--- config.mk ---
export PLATFORM = sky130hd
export DESIGN_NAME = song_memory_ctrl_flat
export DESIGN_NICKNAME = d
export VERILOG_FILES = /design/src/rtl/song_memory_ctrl_pkg.sv /design/src/rtl/song_memory_ctrl_if.sv /design/src/rtl/song_memory_ctrl_length_table.sv /design/src/rtl/song_memory_ctrl.sv /design/src/flat_wrapper.sv
export SDC_FILE = /design/constraint.sdc
export NUM_CORES = 1
export LEC_CHECK = 0
export CORE_MARGIN = 2
export CORE_UTILIZATION = 40
export CTS_BUF_LIST = sky130_fd_sc_hd__clkbuf_8 sky130_fd_sc_hd__clkbuf_16
export CTS_CLUSTER_DIAMETER = 60
export DETAILED_ROUTE_END_ITERATION = 10
export GPL_TIMING_DRIVEN = 0
export SLEW_MARGIN = 25
export SYNTH_ARGS = -nofsm -noshare
export SYNTH_HDL_FRONTEND = slang
export SYNTH_SLANG_ARGS = --single-unit
export TNS_END_PERCENT = 100
--- constraint.sdc ---
create_clock -name clk -period 4.22 [get_ports clk]
set_input_delay 0.844 -clock clk [delete_from_list [all_inputs] [get_ports clk]]
set_output_delay 0.844 -clock clk [all_outputs]
set_load 0.005 [all_outputs]
--- src/rtl/song_memory_ctrl_pkg.sv ---
// Shared types and constants for the song memory sequencer.
// State encoding, slot geometry and default sample rate.
package song_memory_ctrl_pkg;

  localparam int NUM_SLOTS       = 16;
  localparam int SLOT_SEL_W      = 4;
  localparam int SAMPLE_RATE_DEF = 48000;

  typedef enum logic [1:0] {
    ST_IDLE = 2'd0,
    ST_REC  = 2'd1,
    ST_PLAY = 2'd2
  } state_e;

  function automatic int slot_bits(input int addr_w);
    return addr_w - SLOT_SEL_W;
  endfunction

endpackage

--- src/rtl/song_memory_ctrl_if.sv ---
// Sample memory bus: address, write/read strobes, write and read data.
// master = sequencer side, slave = memory side.
interface song_memory_ctrl_if #(
  parameter int ADDR_W = 20,
  parameter int DATA_W = 8
) ();

  logic [ADDR_W-1:0] mem_addr;
  logic              mem_we;
  logic              mem_re;
  logic [DATA_W-1:0] mem_din;
  logic [DATA_W-1:0] mem_dout;

  modport master (
    output mem_addr, mem_we, mem_re, mem_din,
    input  mem_dout
  );

  modport slave (
    input  mem_addr, mem_we, mem_re, mem_din,
    output mem_dout
  );

endinterface

--- src/rtl/song_memory_ctrl_length_table.sv ---
// Per-slot recorded length: 16 entries, one sync write, one comb read.
// Ports: clk, reset (sync clear), we/waddr/wdata, raddr/rdata.
module song_length_table
  import song_memory_ctrl_pkg::*;
#(
  parameter int W = 17
) (
  input  logic         clk,
  input  logic         reset,
  input  logic         we,
  input  logic [3:0]   waddr,
  input  logic [W-1:0] wdata,
  input  logic [3:0]   raddr,
  output logic [W-1:0] rdata
);

  logic [W-1:0] tab_q [NUM_SLOTS];

  always_ff @(posedge clk) begin
    if (reset) begin
      for (int i = 0; i < NUM_SLOTS; i++)
        tab_q[i] <= '0;
    end else if (we) begin
      tab_q[waddr] <= wdata;
    end
  end

  assign rdata = tab_q[raddr];

endmodule

--- src/rtl/song_memory_ctrl.sv ---
// Sample-rate record/playback sequencer over 16 memory slots.
// Ports: ready/start/pause controls in, mem bus out, play/done/time out.
module song_memory_ctrl
  import song_memory_ctrl_pkg::*;
#(
  parameter int ADDR_W      = 20,
  parameter int DATA_W      = 8,
  parameter int RD_LAT      = 2,
  parameter int SAMPLE_RATE = SAMPLE_RATE_DEF
) (
  input  logic              clk,
  input  logic              reset,
  input  logic              ready,
  input  logic              record_mode,
  input  logic [3:0]        song_choice,
  input  logic              start_song,
  input  logic              pause_song,
  input  logic [DATA_W-1:0] rec_sample,
  song_memory_ctrl_if.master mem,
  output logic [DATA_W-1:0] play_sample,
  output logic              play_valid,
  output logic              song_done,
  output logic [9:0]        running_time,
  output logic              active
);

  localparam int SB = slot_bits(ADDR_W);
  localparam int PW = $clog2(SAMPLE_RATE + 1);
  localparam logic [SB:0] FULL = {1'b1, {SB{1'b0}}};

  state_e            state_q, state_d;
  logic [3:0]        slot_q, slot_d;
  logic [SB:0]       off_q, off_d;
  logic [PW-1:0]     presc_q, presc_d;
  logic [9:0]        rt_d;
  logic [ADDR_W-1:0] addr_q, addr_d;
  logic [DATA_W-1:0] din_q, din_d;
  logic              we_q, we_d;
  logic              re_q, re_d;
  logic              done_d;
  logic              len_we;
  logic [SB:0]       len_rd;
  logic              acc, fin;
  logic [RD_LAT-1:0] vld_q;

  song_length_table #(.W(SB + 1)) u_len (
    .clk   (clk),
    .reset (reset),
    .we    (len_we),
    .waddr (slot_q),
    .wdata (off_q + (SB + 1)'(1)),
    .raddr (slot_q),
    .rdata (len_rd)
  );

  always_ff @(posedge clk) begin
    if (reset) state_q <= ST_IDLE;
    else       state_q <= state_d;
  end

  always_comb begin
    state_d = state_q;
    slot_d  = slot_q;
    off_d   = off_q;
    presc_d = presc_q;
    rt_d    = running_time;
    addr_d  = addr_q;
    din_d   = din_q;
    we_d    = 1'b0;
    re_d    = 1'b0;
    done_d  = 1'b0;
    len_we  = 1'b0;
    fin     = 1'b0;
    acc     = ready & ~pause_song & ~start_song
            & (state_q != ST_IDLE);
    unique case (1'b1)
      (state_q == ST_REC):  fin = (off_q == FULL);
      (state_q == ST_PLAY): fin = (off_q == len_rd);
      default:              fin = 1'b0;
    endcase
    if (start_song) begin
      state_d = record_mode ? ST_REC : ST_PLAY;
      slot_d  = song_choice;
      off_d   = '0;
      presc_d = '0;
      rt_d    = '0;
    end else if (acc) begin
      if (fin) begin
        done_d  = 1'b1;
        state_d = ST_IDLE;
      end else begin
        addr_d = {slot_q, off_q[SB-1:0]};
        off_d  = off_q + (SB + 1)'(1);
        if (state_q == ST_REC) begin
          we_d   = 1'b1;
          din_d  = rec_sample;
          len_we = 1'b1;
        end else begin
          re_d = 1'b1;
        end
        // one second elapses every SAMPLE_RATE accepted strobes
        if (presc_q == PW'(SAMPLE_RATE - 1)) begin
          presc_d = '0;
          if (running_time != 10'd1023)
            rt_d = running_time + 10'd1;
        end else begin
          presc_d = presc_q + PW'(1);
        end
      end
    end
  end

  always_ff @(posedge clk) begin
    if (reset) begin
      slot_q       <= '0;
      off_q        <= '0;
      presc_q      <= '0;
      running_time <= '0;
      addr_q       <= '0;
      din_q        <= '0;
      we_q         <= 1'b0;
      re_q         <= 1'b0;
      song_done    <= 1'b0;
    end else begin
      slot_q       <= slot_d;
      off_q        <= off_d;
      presc_q      <= presc_d;
      running_time <= rt_d;
      addr_q       <= addr_d;
      din_q        <= din_d;
      we_q         <= we_d;
      re_q         <= re_d;
      song_done    <= done_d;
    end
  end

  // read-valid pipeline is state-independent so issued reads always land
  always_ff @(posedge clk) begin
    if (reset) begin
      vld_q       <= '0;
      play_valid  <= 1'b0;
      play_sample <= '0;
    end else begin
      vld_q[0] <= re_q;
      for (int i = 1; i < RD_LAT; i++)
        vld_q[i] <= vld_q[i-1];
      play_valid <= vld_q[RD_LAT-1];
      if (vld_q[RD_LAT-1])
        play_sample <= mem.mem_dout;
    end
  end

  assign mem.mem_addr = addr_q;
  assign mem.mem_we   = we_q;
  assign mem.mem_re   = re_q;
  assign mem.mem_din  = din_q;
  assign active       = (state_q != ST_IDLE);

endmodule

--- src/flat_wrapper.sv ---
// flat-port wrapper written by rule: the top's interface ports become plain ports
module song_memory_ctrl_flat import song_memory_ctrl_pkg::*;
#(
  parameter int ADDR_W      = 20,
  parameter int DATA_W      = 8,
  parameter int RD_LAT      = 2,
  parameter int SAMPLE_RATE = SAMPLE_RATE_DEF
)
  (clk, reset, ready, record_mode, song_choice, start_song, pause_song, rec_sample, play_sample, play_valid, song_done, running_time, active, mem_mem_addr, mem_mem_we, mem_mem_re, mem_mem_din, mem_mem_dout);
  song_memory_ctrl_if #(.ADDR_W(ADDR_W), .DATA_W(DATA_W)) mem_i ();
  input  logic clk;
  input  logic reset;
  input  logic ready;
  input  logic record_mode;
  input  logic [3:0] song_choice;
  input  logic start_song;
  input  logic pause_song;
  input  logic [DATA_W-1:0] rec_sample;
  output logic [DATA_W-1:0] play_sample;
  output logic play_valid;
  output logic song_done;
  output logic [9:0] running_time;
  output logic active;
  output wire logic [$bits(mem_i.mem_addr)-1:0] mem_mem_addr;
  output wire logic [$bits(mem_i.mem_we)-1:0] mem_mem_we;
  output wire logic [$bits(mem_i.mem_re)-1:0] mem_mem_re;
  output wire logic [$bits(mem_i.mem_din)-1:0] mem_mem_din;
  input wire logic [$bits(mem_i.mem_dout)-1:0] mem_mem_dout;
  assign mem_mem_addr = mem_i.mem_addr;
  assign mem_mem_we = mem_i.mem_we;
  assign mem_mem_re = mem_i.mem_re;
  assign mem_mem_din = mem_i.mem_din;
  assign mem_i.mem_dout = mem_mem_dout;
  song_memory_ctrl #(.ADDR_W(ADDR_W), .DATA_W(DATA_W), .RD_LAT(RD_LAT), .SAMPLE_RATE(SAMPLE_RATE)) u_core (.clk(clk), .reset(reset), .ready(ready), .record_mode(record_mode), .song_choice(song_choice), .start_song(start_song), .pause_song(pause_song), .rec_sample(rec_sample), .mem(mem_i), .play_sample(play_sample), .play_valid(play_valid), .song_done(song_done), .running_time(running_time), .active(active));
endmodule
==> flow_summary.yaml <==
sta:
  fin_worst_skew_ps: 22.6
  finalSetupTns_ps: 0
  tightest_slew_ps: 1020
  drv_slew: 0
  max_freq_mhz: 242
  slew_headroom: 0.314
  rsz0062_at_grt: "true"
  min_period_ps: 4130
  setup_violations: 0
  fin_crit_sh: 0.979
  hold_viol_final: 0
grt:
  grt_pass1_vias: 11387
  grt_max_degree: 20
  antenna_found_initial: 1
  grt_pass1_wl_um: 72300
  grtUsageTotal: 0.224
  overflow: 0
critical_path:
  crit_family: "simple AND/OR/NAND/NOR gates"
  cp_max_fo: 10
  criticalPathCategory: "reg2reg"
  cp_common_cell: "buf_4"
  start_kind: "flop"
  path_cells: "buf_6 -> inv_2 -> a2111oi_2 -> nor4_2 -> or3_1 -> a211o_1 -> or4_1 -> buf_4 -> o21ai_4 -> buf_4 -> or3_1 -> buf_4 -> nor2_1"
  ff2ff_setup_slack_ps: 90
  worstPathArrival_ps: 4420
  slowest_delay_ps: 510
  crit_slowest_cell: "or4_1"
  worst-path-buf-inv: 5
  end_kind: "flop"
  crit_required_ps: 4510
cts:
  cts_buffers: 40
  clock_latency_ps: 570
  root_buffer: "clkbuf_16"
  clock_sinks: 367
  cts.htree.levels: 2
  max-clock-path-buffers: 3
  cts_tree: "built"
  clk_pin_slew_ps: 60
routing:
  wire_per_inst_um: 23.6
  vias: 11573
  drt_iter0_drc: 1038
  detail-route-antenna-nets: 0
  route.detailed.drc: 0
  routed_wl_um: 48800
  drt_pass1_iterations: 5
  via_per_inst: 5.60
status:
  status: "finished, final reports clean"
logic_synthesis:
  ys_seq_area_frac: 0.610
  syn_avg_cell_area_sq_um: 12.0
  netlist_top_cells_area: "edfxtp_1 49%, dfxtp_1 12%, mux4_2 6.5%"
  synth_area_sq_um: 16500
  synthSimpleGateAreaFrac: 0.164
  yosysMostFrequentCell: "nor2_1"
  async_flop_share: 0
  synth_xor_area_frac: 0.0175
  muxShareOfSynthArea: 0.111
  synth_top_area_share: 0.495
  synth-main-ff-cell: "edfxtp_1"
  synth_compound_area_frac: 0.0504
  ys_ff_latch: 367
  yosysWarningCount: 0
  synth_top_family_by_area: "simple AND/OR/NAND/NOR gates"
  synth_adder_area_share: 0.00455
  synth_edf_count: 272
  synthTopCellsByCount: "275 x nor2_1, 272 x edfxtp_1, 95 x dfxtp_1"
  synth_fp_nets: 1412
  synth_cells: 1380
  yosys.area.top_type: "edfxtp_1"
  yosysUniqueCellTypes: 60
floorplanning:
  core-area_sq_um: 40700
  die_w_um: 207
  start_util: 0.405
  pin_count: 77
  die_y_um: 207
  row_count: 74
  design.die.area_sq_um: 42900
final_layout:
  syn_to_final_growth_pct: 18.9
  layout.cells.non_filler: 2067
  diodes: 0
  drive_above_1_share: 0.158
  fin_util: 0.482
  stdcell_area_sq_um: 19600
  nNetsFinal: 1537
  nFillCells: 3708
job:
  maxCapViolations: 0
placed_design:
  place_congestion: 0.849
  hpwl_um: 33500
  io_buffers: 75
  place_inst: 1988
  dpl-instance-area_sq_um: 18000
pwr:
  powerDensity_nw_per_um2: 399
  ir_worst_vdd_uv: 291
  p_leak_uw: 0.00647
worst_hold_path:
  hold_path_class: "reg2reg"
[worst register-to-register path, cell delays in order (launching register included)]
cell	delay, ps
dfxtp_1	470
buf_6	220
inv_2	200
a2111oi_2	420
nor4_2	130
or3_1	330
a211o_1	310
or4_1	510
buf_4	190
o21ai_4	240
buf_4	150
or3_1	320
buf_4	290
nor2_1	70
[path summary, 6_finish.rpt]
check / start / end / cells after the start
worst max register to register: flop / u_core.u_len.tab_q[11][8] / 13
worst min register to register: u_core.vld_q[0] / u_core.vld_q[1] / 1
worst min-delay path: u_core.vld_q[0] / u_core.vld_q[1] / 1
worst max-delay path: flop / u_core.u_len.tab_q[11][8] / 13
[cell type report]
class | instances | area [sq um] | share of cell area
plain buffers | 113 | 785 | 0.0400
clock buffers | 44 | 1060 | 0.0538
clock inverters | 28 | 144 | 0.00733
inverters | 11 | 41.3 | 0.00210
multi-input cells | 886 | 6030 | 0.307
flip-flops and latches | 367 | 10100 | 0.513
well taps | 532 | 666 | 0.0339
repair buffers | 86 | 831 | 0.0423
[flip-flops by register name, indices dropped and copies added (netlist names), 2 cells and up, named ones only]
| signal | flops |
|---|---|
| u_core.u_len.tab_q | 272 |
| u_core.mem.mem_addr | 20 |
| u_core.off_q | 17 |
| u_core.presc_q | 16 |
| u_core.running_time | 10 |
| u_core.mem.mem_din | 8 |
| u_core.play_sample | 8 |
| u_core.slot_q | 4 |
| u_core.state_q | 2 |
| u_core.vld_q | 2 |
[cell families after synthesis]
| group | count (synthesis) |
|---|---|
| buffers and inverters | 131 |
| flip-flops | 367 |
| adder cells (fa/ha/maj) | 6 |
| XOR/XNOR | 33 |
| AO/OA/AOI/OAI | 136 |
| multiplexers | 123 |
| AND/OR/NAND/NOR | 584 |
[timing repair]
item,4_1_cts,5_1_grt
pin swaps,4,3
gates cloned,1,3
buffers inserted,2,8
hold buffers,0,0
setup endpoints to repair,620,507
resized for setup,66,33
hold endpoints to repair,0,0
[metrics by stage]
stage | power, uW | hold slack (ps) | setup WS [ps]
2_1_floorplan | 4380 | 414 | 498
3_3_place_gp | 4570 | 428 | -1890
3_5_place_dp | 4590 | 434 | -1420
4_1_cts | 7840 | 450 | 2.80
5_1_grt | 8030 | 464 | -26.7
6_report | 7830 | 441 | 86.5
[layer usage]
metal	share of wire	GRT usage	vias to the layer above
met4	0.020	0.0549	0
li1	-	-	5261
met5	0	0	-
met2	0.49	0.377	443
met1	0.42	0.305	5797
met3	0.071	0.0346	72
[report_power, final]
group	internal, uW	switching, uW	total (uW)
combinational	215	321	536
sequential	3980	43.6	4030
clock	1800	1470	3270
total	6000	1830	7830
[layout by cell type (no fill, tap or decap), types with 26 or more instances in the layout]
cell type / netlist / layout
nor2_1: 275 / 273
edfxtp_1: 272 / 272
dfxtp_1: 95 / 93
nand2_1: 91 / 91
clkdlybuf4s50_1: 0 / 75
mux2i_1: 73 / 67
a21oi_1: 60 / 60
clkbuf_1: 57 / 49
mux4_2: 48 / 48
nand3_1: 45 / 41
clkbuf_16: 0 / 40
or3_1: 35 / 33
and3_1: 26 / 26
Note: power is estimated with default switching activity, not from simulation.
==> variant 1 (same flow settings) <==
Encoding of `state_e`: now one-hot (3 bits for 3 states).
--- a/src/rtl/song_memory_ctrl_pkg.sv
+++ b/src/rtl/song_memory_ctrl_pkg.sv
@@ -7,8 +7,8 @@
   localparam int SAMPLE_RATE_DEF = 48000;
 
-  typedef enum logic [1:0] {
-    ST_IDLE = 2'd0,
-    ST_REC  = 2'd1,
-    ST_PLAY = 2'd2
+  typedef enum logic [2:0] {
+    ST_IDLE = 3'b001,
+    ST_REC  = 3'b010,
+    ST_PLAY = 3'b100
   } state_e;
 
Check against the original RTL: no difference found for any inputs over 4 cycles, from zero or initial values and one cycle with reset high; so few cycles prove little.
==> variant 1 against the unedited design <==
Global-route usage up 3.3 points. Sequential cell count is 1 higher. Wire length is 18% higher. Synthesized area rose by 5.4%. Setup slack worse by 0.012 ns. First-iteration DRC count rose by 29%. Power increased by 4.1%. Cell count rose by 7.7%. Cell area is 3.9% higher. Via count is 15% higher. Sequential share of layout area is 1.8 points lower. Combinational power up 6.5%. Largest cell class unchanged.
==> variant 1: results (changes against the unedited design) <==
[outcome]
status=completed

[cells_and_area]
nets=1640  ; +6.7%
drive_gt1_share_pct=13.0  ; -2.7 points
utilization_pct=47.5  ; -0.73 points

[setup_path]
arrival_ns=4.31  ; -0.11 ns
cp_max_fo=17  ; +7

[logic_synthesis]
synth_commonest_cells=272 x edfxtp_1, 153 x nor3_1, 144 x nor2_1
synth_cell_types=75  ; +25%

[power]
power.share.clock_pct=43.5  ; +1.7 points
power_density_nw_per_um2=400  ; +0.21%
power_leakage_nw=6.33  ; -2.2%
p_comb_mw=0.571  ; +6.5%
ir_worst_vdd_v=0.000258  ; -11%

[drt]
met3_length_um=5140  ; +48%
wl_met1_um=23000  ; +13%
wl_per_cell_um=25.9  ; +9.9%

[clock_network]
cts_buffers=42  ; +5.0%

[grt]
grt_pass1_wl_um=84000  ; +16%
gr-usage-met2_pct=41.4  ; +3.7 points
grt_pass1_vias=12936  ; +14%
grt.total_usage_pct=25.6  ; +3.3 points
globalRouteMet1Util_pct=33.3  ; +2.9 points

[timing]
skew_ns=0.0264  ; +0.00383 ns

[placement]
hpwl_um=39500  ; +18%
dpl_cell_area_um2=18900  ; +5.2%
gp_congestion=0.942  ; +11%

## variant 1: cell types whose count changed in the layout (fill, tap and decap cells not counted), moves of 22 or more
cell     before  now
nor3_1       18  152
nor2_1      273  143
mux2i_1      67  115
a22oi_1       2   42
nand2_1      91   63
mux4_2       48   22
nand3_1      41   63
## variant 1: logic make-up (layout without fill, tap and decap cells)
kind of cell               after synthesis  after routing  synth area share, %
AOI/OAI and AO/OA                      216            216                 7.95
xor gates and xnor gates                28             28                 1.45
adders and majority gates                3              3                0.216
buffers and inverters                  160            311                 5.39
DFF                                    368            368                 58.0
muxes                                  142            142                 9.87
other                                    0              1                    0
and+or+nand+nor                        573            573                 17.2
## variant 1: worst max-delay path: stages (launching register included)
cell	delay, ns
dfxtp_1	0.30
buf_2	0.22
buf_4	0.30
clkbuf_4	0.36
nor2_2	0.17
a22oi_1	0.21
nand3_1	0.21
o21ai_1	0.30
xor2_1	0.34
nor4_4	0.09
and4_4	0.22
buf_4	0.17
nor2_4	0.18
a41o_2	0.64
## variant 1: path summary, 6_finish.rpt
path              cells after the start                   endpoint  slack, ns
setup reg to reg                     13  u_core.u_len.tab_q[13][1]       0.07
hold reg to reg                       1            u_core.vld_q[1]       0.45
hold / removal                        1            u_core.vld_q[1]       0.45
setup / recovery                     13  u_core.u_len.tab_q[13][1]       0.07
## variant 1: final cells by class
class,instances,area share [%]
clock inverter,27,0.945
multi-input combinational,962,32.0
inverter,13,0.239
sequential,368,49.5
clock buffer,47,5.55
antenna,1,0.0123
timing repair buffer,77,3.77
tap,585,3.59
buffer,147,4.45
## variant 1: what timing repair did
item / in CTS / in global routing
hold endpoints to repair: 0 / 0
hold buffers: 0 / 0
setup buffers: 1 / 0
endpoints found under the setup margin: 452 / 426
pin swaps: 1 / 1
resized for setup: 16 / 13
==> variant 2 (config.mk and constraints unchanged) <==
Without the edit above. `NUM_SLOTS`: 16 -> 64.
--- a/src/rtl/song_memory_ctrl_pkg.sv
+++ b/src/rtl/song_memory_ctrl_pkg.sv
@@ -3,5 +3,5 @@
 package song_memory_ctrl_pkg;
 
-  localparam int NUM_SLOTS       = 16;
+  localparam int NUM_SLOTS       = 64;
   localparam int SLOT_SEL_W      = 4;
   localparam int SAMPLE_RATE_DEF = 48000;
Function: not settled (the Yosys comparison gave no result); the edit may change what the design does.
==> variant 2 against the unedited design <==
Sequential share of layout area fell by 2.8 points. Sequential cell count did not move. Power up 3.7%. Combinational power up 23%. Count of clock-buffer cells in the layout is 2 higher. Setup slack lost 0.063 ns. Die area increased by 2.2%. Synthesized area is 2.2% higher. Wire length up 18%. Cell area is 5.7% higher.
==> variant 2: results (changes against the unedited design) <==
[drt]
drt_pre_antenna_iters=7  ; +2
vias=12998  ; +12%
wl_per_cell_um=26.5  ; +12%
first_iter_violations=1490  ; +44%
wl_met1_um=22300  ; +9.5%
route.met2.wl_um=27100  ; +14%
met3_length_um=5610  ; +61%

[cells_and_area]
drive_gt1_share_pct=17.3  ; +1.5 points
nets=1640  ; +6.7%

[logic_synthesis]
synth_area_leaders=edfxtp_1 48%, dfxtp_1 11%, mux2i_1 7.9%
synth_commonest_cells=272 x edfxtp_1, 209 x nor2_1, 134 x mux2i_1
synth_cell_types=63  ; +5.0%
synth_fp_nets=1467  ; +3.9%
synth-seq-area-share_pct=59.7  ; -1.3 points

[grt]
antenna_found_initial=0  ; -1
grt_pass1_wl_um=82900  ; +15%
grt_max_degree=18  ; -10%
grt.total_usage_pct=26.0  ; +3.6 points

[timing]
worst_pin_slew_ns=0.985  ; -0.0365 ns
skew_ns=0.0280  ; +0.00542 ns

[setup_path]
arrival_ns=4.51  ; +0.09 ns
r2r_end=u_core.u_len.tab_q[15][2]
reg2reg_slack_ns=0.02  ; -0.06 ns

[placement]
gp_congestion=0.865  ; +1.9%
hpwl_um=36100  ; +7.8%
dpl_cell_area_um2=18400  ; +2.2%

[power]
ir_worst_vdd_v=0.000296  ; +1.5%
power_leakage_nw=6.86  ; +5.9%

[outcome]
status=completed

[clock_network]
cts_buffers=41  ; +2.5%

[variant 2: cell types whose count changed after synthesis, sizes merged, moves of 18 or more]
cell   before  now
mux2i      73  134
nor3       20  124
nand3      45   71
nor4       20    2
nor2      276  210
a22oi       2   38
mux4       48   27
[variant 2: layout make-up]
cell class	instances	area [um^2]
fill	3632	21000
sequential	367	10100
multi-input combinational	940	6560
timing repair buffer	124	1260
clock buffer	46	1120
buffer	121	871
tap	539	674
clock inverter	26	153
inverter	13	48.8
[variant 2: critical path, cell delays in order (launching register included)]
cell and delay (ns):
dfxtp_2 0.38, buf_6 0.21, and2_1 0.14, buf_2 0.32, buf_4 0.32, a22oi_1 0.18
nand3_1 0.15, a21oi_1 0.10, nand4bb_1 0.21, or4_4 0.62, o311a_4 0.42, buf_8 0.17
buf_6 0.17, nand3_1 0.13, nand2_4 0.12, clkbuf_16 0.25
[variant 2: worst max-delay path by stage]
stage,endpoint,slack (ns),cells after the start
2_1_floorplan,u_core.u_len.tab_q[8][0],0.24,13
3_3_place_gp,u_core.u_len.tab_q[4][6],-1.48,13
3_5_place_dp,u_core.u_len.tab_q[8][5],-1.36,13
4_1_cts,u_core.u_len.tab_q[14][0],0.009,13
5_1_grt,u_core.running_time[0],-0.008,24
6_report,u_core.u_len.tab_q[15][2],0.02,15
[variant 2: routing by layer]
layer | GRT usage (%) | up-vias
met2 | 41.8 | 762
met3 | 5.24 | 154
met4 | 13.0 | 0
met5 | 0 | -
li1 | - | 5648
met1 | 33.6 | 6434
[variant 2: report_power, final]
part	internal, mW	switching (mW)	total (mW)
Clock	1.95	1.50	3.45
Combinational	0.244	0.414	0.657
Sequential	3.98	0.0369	4.01
Total	6.17	1.95	8.12
[variant 2: repair_timing]
| action | in CTS | in global routing |
|---|---|---|
| setup buffers | 34 | 12 |
| hold buffers | 0 | 0 |
| hold endpoints to repair | 0 | 0 |
| cloned | 6 | 1 |
| pin swaps | 5 | 5 |
| resized for setup | 96 | 29 |
| setup endpoints to repair | 617 | 537 |
[variant 2: logic make-up after synthesis]
group,after synthesis,share of synthesized area [%]
AND/OR/NAND/NOR,596,17.0
flip-flops,367,59.7
multiplexers,161,11.6
AO/OA/AOI/OAI,147,5.64
buffers and inverters,134,4.47
XOR/XNOR,24,1.25
adder cells (fa/ha/maj),6,0.445
[variant 2: through the flow]
stage	setup WS, ns	total power [mW]	hold WS, ns	util, %	cells
3_5_place_dp	-1.36	4.63	0.434	44.0	2050
2_1_floorplan	0.243	4.40	0.414	-	1435
5_1_grt	-0.00772	8.26	0.461	49.7	2176
6_report	0.0232	8.12	0.444	49.7	2176
3_3_place_gp	-1.48	4.62	0.423	43.8	2050
4_1_cts	0.00866	8.08	0.452	49.0	2162
